<file path="src/rtl/data_mem_responder.sv">
// data_mem_responder: doubleword data memory behind a valid/ready request/response handshake
// with a fixed number of wait states.
//
// Parameters:
//   DEPTH       - number of 64-bit doubleword entries
//   WAIT_CYCLES - wait states between acceptance and the access edge (0..15)
// Ports:
//   CLK        in   clock, all state changes on its rising edge
//   resetl     in   asynchronous active-low reset; also clears the memory
//   req_valid  in   initiator presents a request
//   req_write  in   1 = store doubleword, 0 = load doubleword
//   req_addr   in   byte address of the access
//   req_wdata  in   store data
//   req_ready  out  responder is idle and can accept a request
//   rsp_valid  out  response available
//   rsp_rdata  out  load data; 0 for stores and errored accesses
//   rsp_err    out  access was misaligned or out of range
//   rsp_ready  in   initiator accepts the response
module data_mem_responder #(
    parameter int DEPTH       = 32,
    parameter int WAIT_CYCLES = 2
) (
    input  logic        CLK,
    input  logic        resetl,
    input  logic        req_valid,
    input  logic        req_write,
    input  logic [63:0] req_addr,
    input  logic [63:0] req_wdata,
    output logic        req_ready,
    output logic        rsp_valid,
    output logic [63:0] rsp_rdata,
    output logic        rsp_err,
    input  logic        rsp_ready
);
    localparam int AW = (DEPTH > 1) ? $clog2(DEPTH) : 1;
    localparam logic [63:0] LIMIT = 64'(DEPTH) << 3;

    typedef enum logic [1:0] {IDLE, WAIT, RESP} state_t;

    state_t        r_state;
    logic [3:0]    r_cnt;
    logic          r_write;
    logic [63:0]   r_addr;
    logic [63:0]   r_wdata;
    logic [63:0]   r_rdata;
    logic          r_err;
    logic [63:0]   r_mem [DEPTH];

    logic          w_idle;
    logic          w_access;
    logic          w_write;
    logic [63:0]   w_addr;
    logic [63:0]   w_wdata;
    logic          w_err;
    logic [AW-1:0] w_idx;

    // With zero wait states the access happens at the acceptance edge, so it
    // must use the live request inputs rather than the captured copies.
    always_comb begin
        w_idle   = (r_state == IDLE);
        w_access = (w_idle && req_valid && WAIT_CYCLES == 0) || (r_state == WAIT && r_cnt == 4'd1);
        w_write  = w_idle ? req_write : r_write;
        w_addr   = w_idle ? req_addr  : r_addr;
        w_wdata  = w_idle ? req_wdata : r_wdata;
        w_err    = (w_addr[2:0] != 3'd0) || (w_addr >= LIMIT);
        w_idx    = w_addr[AW+2:3];
    end

    always_ff @(posedge CLK or negedge resetl) begin
        if (!resetl) begin
            r_state <= IDLE;
            r_cnt   <= '0;
            r_write <= 1'b0;
            r_addr  <= '0;
            r_wdata <= '0;
            r_rdata <= '0;
            r_err   <= 1'b0;
            for (int i = 0; i < DEPTH; i++) r_mem[i] <= '0;
        end else begin
            case (r_state)
                IDLE: if (req_valid) begin
                    r_write <= req_write;
                    r_addr  <= req_addr;
                    r_wdata <= req_wdata;
                    r_state <= (WAIT_CYCLES == 0) ? RESP : WAIT;
                    r_cnt   <= 4'(WAIT_CYCLES);
                end
                WAIT: begin
                    r_cnt <= r_cnt - 4'd1;
                    if (r_cnt == 4'd1) r_state <= RESP;
                end
                RESP: if (rsp_ready) r_state <= IDLE;
                default: r_state <= IDLE;
            endcase
            if (w_access) begin
                r_err   <= w_err;
                r_rdata <= (w_err || w_write) ? 64'd0 : r_mem[w_idx];
                if (!w_err && w_write) r_mem[w_idx] <= w_wdata;
            end
        end
    end

    assign req_ready = (r_state == IDLE);
    assign rsp_valid = (r_state == RESP);
    assign rsp_rdata = r_rdata;
    assign rsp_err   = r_err;
endmodule
</file>
<file path="config.mk">
export PLATFORM = sky130hd
export DESIGN_NAME = data_mem_responder
export DESIGN_NICKNAME = d
export VERILOG_FILES = /design/src/rtl/data_mem_responder.sv
export SDC_FILE = /design/constraint.sdc
export NUM_CORES = 2
export LEC_CHECK = 0
export BUFFER_PORTS_ARGS = -buffer_cell sky130_fd_sc_hd__buf_4
export CORE_AREA = 2 2 389 391
export DETAILED_ROUTE_END_ITERATION = 10
export DIE_AREA = 0 0 391 393
export PLACE_DENSITY = 0.79
export SYNTH_ARGS = -nofsm -noshare
export SYNTH_HDL_FRONTEND = slang
export SYNTH_SLANG_ARGS = --single-unit
</file>
<file path="constraint.sdc">
create_clock -name CLK -period 3.2 [get_ports CLK]
set_input_delay 0.16 -clock CLK [delete_from_list [all_inputs] [get_ports CLK]]
set_output_delay 0.16 -clock CLK [all_outputs]
set_load 0.01 [all_outputs]
</file>
==> impl_metrics.json <==
{
  "outcome": "complete, but fails checks",
  "violations": "negative setup slack",
  "multi_input_area_um2": 32300,
  "power.switching_fraction": 0.384,
  "synth.distinct_cells": 51,
  "number_of_failing_setup_endpoints_in_the_final_timing_report": 1,
  "worstSetupEndpointType": "register",
  "clkSinkCount": 2248,
  "fmaxAchievable_mhz": 312,
  "final_non_filler_cell_area_um2": 106000,
  "max_cap_viol_count": 0,
  "detailed_place_hpwl_mm": 164,
  "drive_gt1_frac": 0.105,
  "finalSetupTns_ns": -0.00849,
  "leakage_nw": 48.1,
  "finalClockSkew_ns": 0.0444,
  "layout.nets": 9807,
  "power.switching_mw": 33.5,
  "layout.cells.most_common": "nand2_1",
  "cts.clk_slew.worst_paths_ns": 0.06,
  "clk_root_buffer_cell": "clkbuf_16",
  "numCtsBuffers": 214,
  "detailedRoute.firstPassIterationCount": 8,
  "place_congestion": 0.856,
  "critical_path_peak_fanout": 19,
  "clk_path_buf_depth": 3,
  "fillCellCount": 10200,
  "via_count_of_the_first_global_routing_pass": 79000,
  "cp_data_required_time_ns": 4.01,
  "timing_worst_setup_path_type": "reg -> reg",
  "drt_iter0_drcs": 9815,
  "yosys_warnings": 0,
  "timing.hold.ws_ns": 0.0160,
  "floorplan.io_pins": 200,
  "setup.reg_to_reg.worst_slack_ns": -0.008,
  "core_region_area_um2": 149000,
  "post_synth_inst_count": 9704,
  "r2r.worst_path.cells": 8,
  "post_dp_cell_area_um2": 97400,
  "cp.arrival_ns": 4.02,
  "clk_latency_ns": 0.89,
  "numPortBuffers": 199,
  "period_share": 1.00,
  "die_width_um": 391,
  "critical_path.reg2reg.startpoint": "r_state[1]$_DFFE_PN0P_",
  "layout.cells.most_common_list": "nand2_1, dfrtp_1, o21ai_0",
  "htree_num_levels": 4,
  "timing.hold.worst.class": "in -> async",
  "timing_max_transition_violations_final": 0,
  "die_h_um": 393,
  "power.combinational.fraction": 0.363,
  "min_period_ns": 3.21,
  "postCtsSetupBuffers": 0,
  "power.density_nw_per_um2": 820,
  "setup_slack_ns": -0.00849,
  "worst-slew-pin-transition_ns": 1.12,
  "grt_start_max_net_pins": 115,
  "peakVddDrop_v": 0.000644,
  "detail-route-antenna-nets": 0,
  "r2r-end": "rsp_rdata[45]$_DFFE_PN0P_",
  "routedWlPerCell_um": 24.8,
  "synth_seq_area_share": 0.610,
  "first_pass_grt_wire_length_mm": 454,
  "timing.max_slew.rel_slack": 0.255,
  "number_of_hold_violations_in_the_final_report": 0,
  "gr_util_all_layers": 0.384,
  "worstSetupStartpointType": "register",
  "synth.net_count": 9839,
  "vias_per_cell": 6.69,
  "finalWirelength_mm": 293,
  "pwr-share-clk": 0.295,
  "row_count": 142,
  "synth_area_per_cell_um2": 9.50,
  "power.sequential.fraction": 0.343,
  "design_power_total_mw": 87.1,
  "grt_remaining_overflow": 0,
  "p_int_mw": 53.6,
  "synth.ff_latch_count": 2248,
  "cts_tree": "built",
  "dp_worst_setup_slack_ns": 0.0338,
  "via_count": 78900,
  "die_area_um2": 154000,
  "drcViolationCount": 0,
  "mappedNetlistArea_um2": 92200,
  "sequential_cell_area_um2": 56300,
  "unrepaired_setup_endpoints_after_global_routing": "false",
  "antenna_found_initial": 7,
  "initial_core_util": 0.618,
  "synthToLayoutAreaGrowth_pct": 15.2
}
per-stage QoR:
stage           util  instances
2_1_floorplan      -       9704
3_3_place_gp   0.653      11200
3_5_place_dp   0.653      11200
4_1_cts        0.712      11800
5_1_grt        0.712      11800
6_report       0.712      11800
synthesized netlist by cell type, drive strengths merged:
library cell,number,area share
clkbuf,435,0.018
o21ai,2536,0.14
xor2,1,0.000095
ha,2,0.00027
or4b,2,0.00030
nor2b,1,0.000068
mux2,1,0.00016
nor4bb,1,0.00011
nor2,70,0.0030
dfrtp,2248,0.61
a31oi,3,0.00027
o21a,3,0.00024
a21boi,1,0.000081
nand2b,4,0.00027
a22o,57,0.0054
o31ai,2,0.00022
or4,5,0.00041
or3,7,0.00047
nor3b,1,0.000081
inv,7,0.00031
mux2i,65,0.0072
nor3,34,0.0019
nand3,36,0.0020
nor4,22,0.0016
o221a,1,0.00012
o22ai,1008,0.068
o311ai,2,0.00019
a22oi,20,0.0016
buf,545,0.031
nor4b,2,0.00019
o31a,1,0.000095
nand4,124,0.0084
or2,1,0.000068
a32o,7,0.00076
and2,5,0.00034
o211ai,1,0.000081
nand2,2443,0.099
layer usage:
metal / GRT usage / part of all wire
met4: 0.212 / 0.060
met3: 0.0970 / 0.12
met2: 0.598 / 0.46
met1: 0.498 / 0.37
met5: 0 / 0.00011
sequential cells by signal, summed over array words and instances, names as in the netlist:
register,cells
r_mem,2048
r_state,2
r_wdata,64
rsp_rdata,64
r_addr,64
r_write,1
rsp_err,1
r_cnt,4
power groups by stage:
| stage | clock network, mW | registers [mW] | logic [mW] |
|---|---|---|---|
| floorplan | 0 | 30.1 | 18.5 |
| global placement | 0 | 30.3 | 29.7 |
| detailed placement | 0 | 30.3 | 30.1 |
| CTS | 25.7 | 29.8 | 30.6 |
| global route | 27.0 | 29.9 | 33.5 |
| finish | 25.7 | 29.9 | 31.6 |
worst max-delay path by stage:
stage,start,endpoint,slack [ns],depth (start not counted)
after floorplan,r_state[0]$_DFFE_PN0P_,rsp_rdata[28]$_DFFE_PN0P_,0.86,11
after global placement,r_state[1]$_DFFE_PN0P_,rsp_rdata[14]$_DFFE_PN0P_,0.15,9
after detailed placement,r_state[1]$_DFFE_PN0P_,rsp_rdata[14]$_DFFE_PN0P_,0.03,9
after CTS,r_state[1]$_DFFE_PN0P_,r_mem[1514]$_DFFE_PN0P_,0.005,9
after global routing,r_addr[48]$_DFFE_PN0P_,r_mem[1901]$_DFFE_PN0P_,0.01,10
final,r_state[1]$_DFFE_PN0P_,rsp_rdata[45]$_DFFE_PN0P_,-0.008,8
timing repair:
item	4_1_cts	5_1_grt
setup endpoints to repair	1	167
pin swaps	0	1
gates resized for setup	1	6
cloned	0	1
hold buffers	163	0
endpoints found under the hold margin	2775	0
critical path: stages, from the launching register on:
cell      delay (ns)
dfrtp_1         0.51
or2_4           0.36
inv_8           0.15
o21a_4          0.33
buf_12          0.22
buf_12          0.18
o22ai_1         0.14
o311ai_0        0.93
a32o_1          0.28
area by class of cell:
type	count	share of cell area
well taps	1944	0.0229
diodes	7	0.000165
clock buffers	326	0.0600
multi-input cells	6470	0.304
repair buffers	731	0.0764
inverters	7	0.000318
flip-flops and latches	2248	0.529
clock inverters	61	0.00708
logic make-up (layout without fill, tap and decap cells):
group | after synthesis | in the layout | share of synthesized area
muxes | 66 | 66 | 0.00735
AOI/OAI and AO/OA | 3642 | 3642 | 0.215
xor gates and xnor gates | 1 | 1 | 0.0000950
adders and majority gates | 2 | 2 | 0.000271
DFF | 2248 | 2248 | 0.610
and+or+nand+nor | 2758 | 2759 | 0.119
other | 0 | 7 | 0
buffers and inverters | 987 | 1125 | 0.0486
(Power assumes the default switching activity.)
